**config.mk**
```make
export PLATFORM = sky130hd
export DESIGN_NAME = unified_mem_arbiter
export DESIGN_NICKNAME = d
export VERILOG_FILES = /design/src/rtl/unified_mem_arbiter_pkg.sv /design/src/rtl/unified_mem_arbiter_starve_ctr.sv /design/src/rtl/unified_mem_arbiter.sv
export SDC_FILE = /design/constraint.sdc
export NUM_CORES = 1
export LEC_CHECK = 0
export CAP_MARGIN = 20
export CELL_PAD_IN_SITES_DETAIL_PLACEMENT = 1
export CELL_PAD_IN_SITES_GLOBAL_PLACEMENT = 1
export CORE_ASPECT_RATIO = 0.7
export CORE_UTILIZATION = 11
export DETAILED_ROUTE_END_ITERATION = 8
export PLACE_DENSITY_LB_ADDON = 0.1
export SLEW_MARGIN = 20
export SYNTH_ARGS = -nofsm -noshare
export SYNTH_HDL_FRONTEND = slang
export SYNTH_HIERARCHICAL = 1
export SYNTH_SLANG_ARGS = --single-unit
```
**constraint.sdc**
```tcl
create_clock -name clk -period 2.15 [get_ports clk]
set_input_delay 0.43 -clock clk [delete_from_list [all_inputs] [get_ports clk]]
set_output_delay 0.43 -clock clk [all_outputs]
set_load 0.005 [all_outputs]
```
**src/rtl/unified_mem_arbiter_pkg.sv**
```systemverilog
// Shared encodings for the unified memory arbiter: response-owner tags and
// the byte-enable value used for reads and idle cycles.
package unified_mem_arbiter_pkg;

    typedef enum logic [1:0] {
        RSP_NONE = 2'd0,
        RSP_IF   = 2'd1,
        RSP_D    = 2'd2
    } rsp_e;

    localparam logic [3:0] BYTEEN_NONE = 4'b0000;

endpackage

```
**src/rtl/unified_mem_arbiter_starve_ctr.sv**
```systemverilog
// Counts consecutive data grants taken while a fetch waits and raises
// force_if once that count reaches STARVE_MAX.
module arb_starve_ctr #(
    parameter int STARVE_MAX = 3
) (
    input  logic clk,
    input  logic reset,
    input  logic if_req,
    input  logic if_gnt,
    input  logic d_gnt,
    output logic force_if
);

    localparam logic [3:0] CNT_MAX = 4'(STARVE_MAX);

    logic [3:0] starve_cnt;

    always_ff @(posedge clk or negedge reset) begin
        if (!reset) begin
            starve_cnt <= 4'd0;
        end else if (if_gnt || !if_req) begin
            starve_cnt <= 4'd0;
        end else if (d_gnt && starve_cnt != CNT_MAX) begin
            starve_cnt <= starve_cnt + 4'd1;
        end
    end

    assign force_if = (starve_cnt == CNT_MAX);

endmodule

```
**src/rtl/unified_mem_arbiter.sv**
```systemverilog
// Shares one single-port, 1-cycle-latency memory between instruction fetch
// and the data port; data has priority with bounded fetch starvation.
module unified_mem_arbiter
    import unified_mem_arbiter_pkg::*;
#(
    parameter int ADDR_W     = 32,
    parameter int STARVE_MAX = 3
) (
    input  logic              clk,
    input  logic              reset,
    input  logic              if_req,
    input  logic [ADDR_W-1:0] if_addr,
    output logic              if_gnt,
    output logic              if_rvalid,
    output logic [31:0]       if_rdata,
    input  logic              d_req,
    input  logic              d_we,
    input  logic [ADDR_W-1:0] d_addr,
    input  logic [3:0]        d_byteen,
    input  logic [31:0]       d_wdata,
    output logic              d_gnt,
    output logic              d_rvalid,
    output logic [31:0]       d_rdata,
    input  logic              flush,
    output logic              mem_en,
    output logic [3:0]        mem_we,
    output logic [ADDR_W-1:0] mem_addr,
    output logic [31:0]       mem_wdata,
    input  logic [31:0]       mem_rdata
);

    logic force_if;
    logic if_active;
    logic d_active;
    rsp_e rsp_q;
    logic squash_q;

    arb_starve_ctr #(
        .STARVE_MAX(STARVE_MAX)
    ) u_starve_ctr (
        .clk     (clk),
        .reset   (reset),
        .if_req  (if_req),
        .if_gnt  (if_gnt),
        .d_gnt   (d_gnt),
        .force_if(force_if)
    );

    // Grants are gated by reset so nothing reaches the macro while held in reset.
    assign if_active = reset & if_req & ~flush;
    assign d_active  = reset & d_req;

    assign if_gnt = if_active & (~d_active | force_if);
    assign d_gnt  = d_active & ~(if_active & force_if);

    assign mem_en    = if_gnt | d_gnt;
    assign mem_addr  = if_gnt ? if_addr : (d_gnt ? d_addr : '0);
    assign mem_we    = (d_gnt & d_we) ? d_byteen : BYTEEN_NONE;
    assign mem_wdata = mem_en ? d_wdata : 32'd0;

    always_ff @(posedge clk or negedge reset) begin
        if (!reset) begin
            rsp_q    <= RSP_NONE;
            squash_q <= 1'b0;
        end else begin
            squash_q <= flush;
            if (if_gnt)
                rsp_q <= RSP_IF;
            else if (d_gnt && !d_we)
                rsp_q <= RSP_D;
            else
                rsp_q <= RSP_NONE;
        end
    end

    // A flush arriving the cycle after a fetch grant kills that response directly.
    assign if_rvalid = (rsp_q == RSP_IF) & ~squash_q & ~flush;
    assign d_rvalid  = (rsp_q == RSP_D);
    assign if_rdata  = mem_rdata;
    assign d_rdata   = mem_rdata;

endmodule

```
==> Word-level counts from Yosys, hierarchy flattened <==
Cells that the tools add are included.
{ "word_totals": {"register_bits": 7, "input_bits": 138, "output_inout_bits": 137, "wordCells": 37} }
{ "classes": {"n_addsub": 1, "n_eq_ne": 4, "mux": 8, "n_bitwise": 15, "reduce_logical": 6} }
{ "ops": {"columns": ["cell", "n"], "rows": [
  ["32-bit 2-to-1 mux", 3],
  ["4-bit 2-to-1 mux", 3],
  ["1-bit AND", 9],
  ["4-bit by 1-bit adder with 4-bit output (second input constant)", 1],
  ["4-bit by 2-bit equality test with 1-bit output (second input constant)", 1],
  ["2-bit 2-to-1 mux", 2],
  ["4-bit by 2-bit != test with 1-bit output (second input constant)", 1],
  ["1-bit NOT", 4],
  ["2-bit by 1-bit equality test with 1-bit output (second input constant)", 1],
  ["2-bit equality test (second input constant)", 1],
  ["1-bit logical AND", 2],
  ["1-bit zero test", 2],
  ["1-bit bitwise OR", 2],
  ["2-bit nonzero test", 1],
  ["1-bit logical OR", 1]
]} }

==> Longest topological paths before layout <==
Gate-level depths: netlist of the first run.
{ "logic_depth": {"depth_word": 8, "depth_mapped": 8, "ltp_nobuf": 6} }

==> Hierarchy <==
Netlist of the first run, hierarchy kept.
{ "modules_own_cells": {"columns": ["mod", "instances", "cells_each", "area_each_um2"], "rows": [
  ["unified_mem_arbiter", 1, 155, 1209.9],
  ["arb_starve_ctr", 1, 21, 209.0]
]} }

==> Least setup slack after synthesis of the first run <==
No wires, ideal clock.
{ "synth_timing": {"kind": "flip-flop to output port", "from": "register u_starve_ctr.starve_cnt[0]", "to": "output mem_addr[22]", "arrival_time_ns": 1.533, "required_time_ns": 1.720, "slack_ns": 0.187, "path_stages_with_launch": 8, "n_path_buf": 2, "cell_sequence": "dfrtp_1 > ha_1 > nor3b_2 > nand2b_1 > and3_4 > buf_6 > buf_6 > a22o_1"} }
{ "synth_lines": {"columns": ["item", "line", "text"], "rows": [
  ["from (decl)", "unified_mem_arbiter_starve_ctr.sv:16", "logic [3:0] starve_cnt;"],
  ["from (signal assigned)", "unified_mem_arbiter_starve_ctr.sv:24", "starve_cnt <= starve_cnt + 4'd1;"],
  ["4-bit by 2-bit equality test with 1-bit output", "unified_mem_arbiter_starve_ctr.sv:28", "assign force_if = (starve_cnt == CNT_MAX);"],
  ["net force_if", "unified_mem_arbiter.sv:32", "logic force_if;"],
  ["1-bit bitwise OR", "unified_mem_arbiter.sv:53", "assign if_gnt = if_active & (~d_active | force_if);"],
  ["1-bit AND", "unified_mem_arbiter.sv:53", null],
  ["net if_gnt", "unified_mem_arbiter.sv:13", "output logic if_gnt,"],
  ["32-bit 2-to-1 mux", "unified_mem_arbiter.sv:57", "assign mem_addr = if_gnt ? if_addr : (d_gnt ? d_addr : '0);"],
  ["to (decl)", "unified_mem_arbiter.sv:27", "output logic [ADDR_W-1:0] mem_addr,"]
]} }
The timed path passes the listed nets, and every way through them passes these cells.

==> Final worst setup path of the first run <==
{ "layout_timing": {"from": "register u_starve_ctr.starve_cnt[1]", "to": "output mem_addr[15]"} }
{ "layout_via": {"elab_chain_cells": 6} }
{ "layout_lines": {"columns": ["item", "line", "text"], "rows": [
  ["4-bit by 2-bit equality test with 1-bit output (*)", "unified_mem_arbiter_starve_ctr.sv:28", null],
  ["net force_if", "unified_mem_arbiter.sv:32", null],
  ["1-bit AND", "unified_mem_arbiter.sv:54", "assign d_gnt = d_active & ~(if_active & force_if);"],
  ["1-bit NOT", "unified_mem_arbiter.sv:54", null],
  ["1-bit AND", "unified_mem_arbiter.sv:54", null],
  ["32-bit 2-to-1 mux", "unified_mem_arbiter.sv:57", null],
  ["32-bit 2-to-1 mux (*)", "unified_mem_arbiter.sv:57", null]
]} }
Mark *: on every way through the listed nets, which the timed path passes. The rest lies on a longest branch.

==> results of run 1 <==
-- kinds of logic (layout without fill, tap and decap cells) --
| logic type | count (synthesis) | count (layout) | synth area share (%) |
|---|---|---|---|
| AO/OA/AOI/OAI | 39 | 39 | 22.4 |
| XOR/XNOR | 1 | 1 | 0.617 |
| adder cells (fa/ha/maj) | 1 | 1 | 0.882 |
| buffers and inverters | 76 | 227 | 40.1 |
| flip-flops | 7 | 7 | 12.3 |
| AND/OR/NAND/NOR | 52 | 52 | 23.6 |
-- layout make-up --
type                            instances  area share (%)
Timing Repair Buffer                  222            64.3
Multi-Input combinational cell         93            21.9
Tap cell                              162            6.08
Sequential cell                         7            5.25
Clock buffer                            4            2.36
Inverter                                1           0.113
-- power groups by stage --
stage / Clock [mW] / Combinational (mW) / Sequential, mW
after detailed placement: 0 / 0.467 / 0.140
after global placement: 0 / 0.466 / 0.140
final: 0.318 / 0.491 / 0.138
after global routing: 0.330 / 0.530 / 0.139
after floorplan: 0 / 0.198 / 0.140
after CTS: 0.324 / 0.485 / 0.138
-- final timing paths --
kind / startpoint / endpoint / slack, ps / depth (start not counted)
setup / recovery: u_starve_ctr/starve_cnt[1] / mem_addr[15] / -190 / 8
hold / removal: reset / u_starve_ctr/starve_cnt[3] / 350 / 2
setup reg to reg: u_starve_ctr/starve_cnt[1] / u_starve_ctr/starve_cnt[0] / 140 / 9
hold reg to reg: u_starve_ctr/starve_cnt[2] / u_starve_ctr/starve_cnt[2] / 710 / 3
max in group asynchronous: reset / rsp_q[1] / 1670 / 2
min in group clk: flush / squash_q / 470 / 2
-- layer usage --
metal | vias up | track usage [%]
met5 | - | 0
met2 | 97 | 17.1
met4 | 0 | 3.09
met1 | 851 | 12.4
li1 | 847 | -
met3 | 6 | 3.35
-- repair_timing --
action | CTS | global route
buffers inserted | 10 | 13
pin swaps | 0 | 25
gates cloned | 2 | 5
endpoints found under the setup margin | 72 | 63
gates resized for setup | 157 | 75
-- per-stage QoR --
step / util [%] / cell area (um2) / cells / TNS (ps)
floorplan: - / 1420 / 176 / 0
global placement: 24.1 / 3020 / 457 / -33490
detailed placement: 24.1 / 3020 / 457 / -33930
CTS: 25.7 / 3210 / 473 / -9000
global route: 26.7 / 3340 / 489 / -6720
finish: 26.7 / 3340 / 489 / -4170
-- cell usage in the layout, fill, tap and decap left out, drive strengths merged, types with 4 or more instances in the layout --
cell type        n
a22o            32
a21oi            4
dfrtp            7
and3             5
and2            32
buf             75
clkbuf          16
dlygate4sd2     11
clkdlybuf4s15   14
clkdlybuf4s50  103
dlymetal6s2s     6
-- cells in the mapped netlist, drive strengths merged (2+ instances only) --
library cell and count:
o21ai 2, nand2b 2, nor2b 3, a21oi 4, and2 32, a22o 32
dfrtp 7, buf 73, clkbuf 2, and3 5, nand2 3
-- flip-flops by register name, indices dropped and copies added, names as in the netlist --
name                     flops
u_starve_ctr/starve_cnt      4
rsp_q                        2
squash_q                     1
==> results by group, run 1 <==
Run status
  • Status: complete, but fails checks
  • Violated checks: negative setup slack

Clocking
  • Clk Latency, worst-skew pair: 230 ps
  • Hold Buf Count CTS: 0
  • Worst-path clk slew: 40 ps
  • Root buf cell: clkbuf_16
  • Max Root-Sink Buffers: 2
  • CTS tree: built
  • Total clock sinks: 7
  • Num CTS Buffers: 3
  • H-tree lvl count: 1

Setup path
  • Worst Path Required: between 1500 and 2000 ps
  • Critical Path Sink Type: output pin
  • Largest stage delay, worst path: 370 ps
  • Crit path max-delay family: simple AND/OR/NAND/NOR gates
  • Worst Path Buf+Inv: 3
  • Setup CP Type: reg -> out
  • Crit path cell chain: ha_2, nor3b_4, nand2b_4, and3_4, buf_6, clkbuf_16, a22o_1, buf_2
  • CP Launch Type: flip-flop
  • Slowest CP cell: dfrtp_1
  • Worst Path Arrival: roughly 1900 ps
  • Crit path max fanout: 6

Route
  • Drt pass-1 iters: 4
  • Wirelength, routed: 7820 um
  • ANT nets after route: 0
  • Iteration-0 DRC count of the detailed router: 16
  • Max layer used: met4
  • DR vias: 1801
  • Via/cell ratio: 3.68
  • WL met2: 3710 um
  • DRT met1 WL: 3260 um
  • DR WL met3: 787 um
  • Drt drc: 0
  • Wirelength per Cell: between 15 and 20 um

Min path
  • Worst hold path type: in -> async

Timing
  • Period utilization: 109%
  • RSZ-0062 raised after global routing: yes
  • Fmax: roughly 0.43 GHz
  • Final slew viol count: 0
  • Hold Slack: 350 ps
  • Final Hold Vio Count: 0
  • Headroom to the max-slew limit: 80.0%
  • Setup ws final: -192 ps
  • Final Setup Violations: 37
  • Worst Max-Slew Pin Slew: ~300 ps
  • Min Tclk post-route: 2340 ps
  • Final setup skew: 2.01 ps

Power and ir drop
  • Power Total: 947 uW
  • Sw Share: a little under a quarter
  • Clock share of power: 33.6%
  • Lkg Pwr: 1.61 nW
  • Combinational share of power: 51.8%
  • Pint: 728 uW
  • Seq pwr share: between 10% and 20%
  • Switch Pwr: 220 uW
  • Worst vdd ir: between 0.15 and 0.2 mV
  • Power Dens Cells: 284 nW/um2

Floorplan
  • DIE WIDTH: 138 um
  • Placeable Area: 12500 um2
  • Io pins: 275
  • Std cell rows: 34
  • Die H: 97.0 um
  • Die ar.: approximately 13000 um2
  • Starting Density: 11.3%

Global routing
  • Vias in the first global route: 1847
  • First-pass GRT wire length: approximately 10000 um
  • Largest net degree at the start of global routing: 23
  • GR Overflow Total: 0
  • Global Route Usage Sum: 10.3%
  • Initial antenna violation count: 0

Final layout
  • Diodes inserted: 0
  • Reg area: 175 um2
  • Area of the multi-input gates: 729 um2
  • Share of cells above drive strength 1: 31.5%
  • Final #Nets: around 470
  • # fillers: 1461
  • Area added between synthesis and finish: 135%

Synth
  • Synth async-reset ratio: 100%
  • Seq cells post-synth: 7
  • Synth top area cells: buf_4, a22o_1, and2_1
  • Warnings from Yosys: 6
  • Syn avg cell area: a little over 8 um2
  • Top-area cell type share of the netlist area: approximately 35%
  • Mapped Area: between 1000 and 1500 um2
  • Register area share after synthesis: 12.3%
  • Ys flop type: dfrtp_1
  • Cell taking the most area after synthesis: buf_4
  • EDFF count, synth: 0
  • Post-synthesis cell count: 176
  • Synth unique cells: 27
  • Synthesized Nets: 315

Placed design
  • DP Worst Slack: -541 ps
  • GPL Wtd Cong: 0.741
  • Port bufs: around 180
  • Final HPWL DP: 5480 um

Job
  • Max-cap violation count: 0
(Power assumes the default switching activity.)
==> run 2: changes to the inputs <==
--- a/config.mk
+++ b/config.mk
@@ -10,6 +10,7 @@
 export CELL_PAD_IN_SITES_GLOBAL_PLACEMENT = 1
 export CORE_ASPECT_RATIO = 0.7
 export CORE_UTILIZATION = 11
+export CTS_CLUSTER_DIAMETER = 150
 export DETAILED_ROUTE_END_ITERATION = 8
 export PLACE_DENSITY_LB_ADDON = 0.1
 export SLEW_MARGIN = 20
==> results of run 2 <==
The final DEF is identical to that of run 1; final timing and power are the same.
==> run 3: changes to the inputs <==
--- a/config.mk
+++ b/config.mk
@@ -10,6 +10,7 @@
 export CELL_PAD_IN_SITES_GLOBAL_PLACEMENT = 1
 export CORE_ASPECT_RATIO = 0.7
 export CORE_UTILIZATION = 11
+export CTS_BUF_LIST = sky130_fd_sc_hd__clkbuf_2
 export CTS_CLUSTER_DIAMETER = 150
 export DETAILED_ROUTE_END_ITERATION = 8
 export PLACE_DENSITY_LB_ADDON = 0.1
==> results by group, run 3 (synthesis gave the netlist of run 1 again) <==
Route
  • DR vias: 1783 (-1.0%)
  • Drt drc: 0 (unchanged)
  • Wirelength, routed: 7570 um (-3.2%)
  • Drt pass-1 iters: 4 (unchanged)
  • Wirelength per Cell: 15.6 um (-2.4%)
  • Via/cell ratio: 3.68 (-0.18%)
  • ANT nets after route: 0 (unchanged)
  • Iteration-0 DRC count of the detailed router: 17 (+1)

Placed design
  • Port bufs: 178 (unchanged)
  • DP Worst Slack: -541 ps (unchanged)
  • GPL Wtd Cong: 0.741 (unchanged)
  • Final HPWL DP: 5480 um (unchanged)
  • Dpl cell area: 3020 um2 (unchanged)
  • Dpl cells: 457 (unchanged)

Clocking
  • Clk Latency, worst-skew pair: 240 ps (about the same)
  • Total clock sinks: 7 (unchanged)
  • Worst-path clk slew: 80 ps (+40 ps)
  • Num CTS Buffers: 3 (unchanged)
  • Hold Buf Count CTS: 0 (unchanged)
  • H-tree lvl count: 1 (unchanged)
  • Max Root-Sink Buffers: 2 (unchanged)
  • CTS tree: built
  • Root buf cell: clkbuf_2

Global routing
  • Vias in the first global route: 1840 (-0.38%)
  • First-pass GRT wire length: 10300 um (+0.14%)
  • Largest net degree at the start of global routing: 23 (unchanged)
  • GR Overflow Total: 0 (unchanged)
  • Initial antenna violation count: 0 (unchanged)
  • Global Route Usage Sum: 10.2% (-0.099 points)

Run status
  • Violated checks: negative setup slack
  • Status: complete, but fails checks

Timing
  • Worst Max-Slew Pin Slew: 296 ps (-0.000238 ps)
  • Final setup skew: 0.212 ps (-1.80 ps)
  • Final Setup Violations: 37 (unchanged)
  • Setup ws final: -226 ps (-34.2 ps)
  • Fmax: 0.421 GHz (-1.4%)
  • RSZ-0062 raised after global routing: yes
  • Period utilization: 111% (+1.6 points)
  • Headroom to the max-slew limit: 80.0% (about the same)
  • Final Hold Vio Count: 0 (unchanged)
  • Min Tclk post-route: 2380 ps (+34.2 ps)
  • Final slew viol count: 0 (unchanged)
  • Hold Slack: 297 ps (-52.7 ps)

Final layout
  • Post-route cell area: 3240 um2 (-3.0%)
  • Area added between synthesis and finish: 128%
  • Most common cell after layout, fill and taps aside: clkdlybuf4s50_1
  • Max reg flops: 4 (unchanged)
  • Largest reg by FF count: u_starve_ctr/starve_cnt
  • Share of cells above drive strength 1: 30.7% (-0.85 points)
  • Diodes inserted: 0 (unchanged)
  • Non-Filler Instances: 485 (-0.82%)
  • Biggest regs: u_starve_ctr/starve_cnt (4), rsp_q (2), squash_q (1)
  • Most frequent cells in the layout: clkdlybuf4s50_1, and2_1, a22o_1, buf_2, buf_4
  • Final #Nets: 463 (-0.86%)
  • Finished Core Util: 25.9% (-0.79 points)

Setup path
  • Slowest CP cell: dfrtp_1
  • Crit path max-delay family: simple AND/OR/NAND/NOR gates
  • Worst Path Buf+Inv: 3 (unchanged)
  • FF-to-FF Start: u_starve_ctr/starve_cnt[1]
  • Setup CP Type: reg -> out
  • R2R Setup Slk: 180 ps (+40 ps)
  • Worst reg2reg path depth: 9 (unchanged)
  • Crit path cell chain: ha_2, nor3b_4, nand2b_4, and3_4, buf_6, clkbuf_16, a22o_1, buf_2
  • Critical Path Sink Type: output pin
  • Worst Path Required: 1720 ps (about the same)
  • Critical R2R Capture: u_starve_ctr/starve_cnt[0]
  • CP Launch Type: flip-flop
  • CP startpoint: u_starve_ctr/starve_cnt[0]
  • Largest stage delay, worst path: 360 ps (about the same)
  • Worst Path Arrival: 1950 ps (+40 ps)
  • Crit path max fanout: 6 (unchanged)

Floorplan
  • Starting Density: 11.3% (unchanged)
  • Io pins: 275 (unchanged)
  • Placeable Area: 12500 um2 (unchanged)
  • Die ar.: 13400 um2 (unchanged)
  • DIE WIDTH: 138 um (unchanged)
  • Std cell rows: 34 (unchanged)
  • Die H: 97.0 um (unchanged)

Job
  • Max-cap violation count: 0 (unchanged)

Min path
  • Worst hold path type: in -> async

Power and ir drop
  • Worst vdd ir: 0.0937 mV (-44%)
  • Lkg Pwr: 1.56 nW (-3.0%)
  • Power Dens Cells: 223 nW/um2 (-22%)
[run 3: cell types whose count changed in the layout (fill, tap and decap cells not counted)]
cell | before | now
dlygate4sd2_1 | 11 | 10
buf_12 | 6 | 7
buf_6 | 15 | 12
clkbuf_16 | 7 | 3
buf_4 | 20 | 19
clkbuf_2 | 8 | 11
clkdlybuf4s15_1 | 13 | 15
clkbuf_1 | 1 | 0
[run 3: worst register-to-register path, stage by stage, from the launching register on]
cell	delay [ps]
dfrtp_1	390
ha_2	200
nor3b_4	160
buf_6	120
a21oi_4	200
buf_12	180
buf_4	140
inv_2	30
or3_1	340
a21oi_1	150
[run 3: where the power goes]
part | internal, mW | total, mW | leakage (nW) | switching [mW]
logic | 0.339 | 0.482 | 1.45 | 0.143
registers | 0.135 | 0.137 | 0.0940 | 0.00189
clock network | 0.0495 | 0.101 | 0.0166 | 0.0516
total | 0.524 | 0.721 | 1.56 | 0.197
[run 3: area by class of cell]
cell class / count / area (um2)
well taps: 162 / 203
inverters: 1 / 3.75
repair buffers: 218 / 2110
fillers: 1459 / 9270
clock buffers: 4 / 20.0
flip-flops and latches: 7 / 175
multi-input cells: 93 / 729
[run 3: metrics by stage]
step	total power, mW	TNS (ps)
2_1_floorplan	0.338	0
3_3_place_gp	0.605	-33490
3_5_place_dp	0.607	-33930
4_1_cts	0.727	-9780
5_1_grt	0.771	-9870
6_report	0.721	-5590
[run 3: worst max-delay path by stage]
stage | to | slack, ps | depth (start not counted)
finish | mem_addr[6] | -230 | 8
global route | mem_addr[13] | -360 | 8
global placement | mem_addr[26] | -520 | 6
detailed placement | mem_addr[16] | -540 | 6
CTS | mem_addr[16] | -520 | 7
floorplan | mem_addr[22] | 190 | 7
[run 3: what timing repair did]
action                     in CTS  in global routing
pin swaps                       0                 26
resized for setup             157                 74
cloned                          2                  4
buffers inserted               10                 10
setup endpoints to repair      72                 62
hold endpoints to repair        0                  0
[run 3: layer usage]
metal	vias to the layer above	routed length [um]	GRT usage [%]
li1	838	-	-
met1	836	3180	12.5
met2	103	3530	17.0
met3	6	800	3.35
met4	0	56	2.34
met5	-	0	0
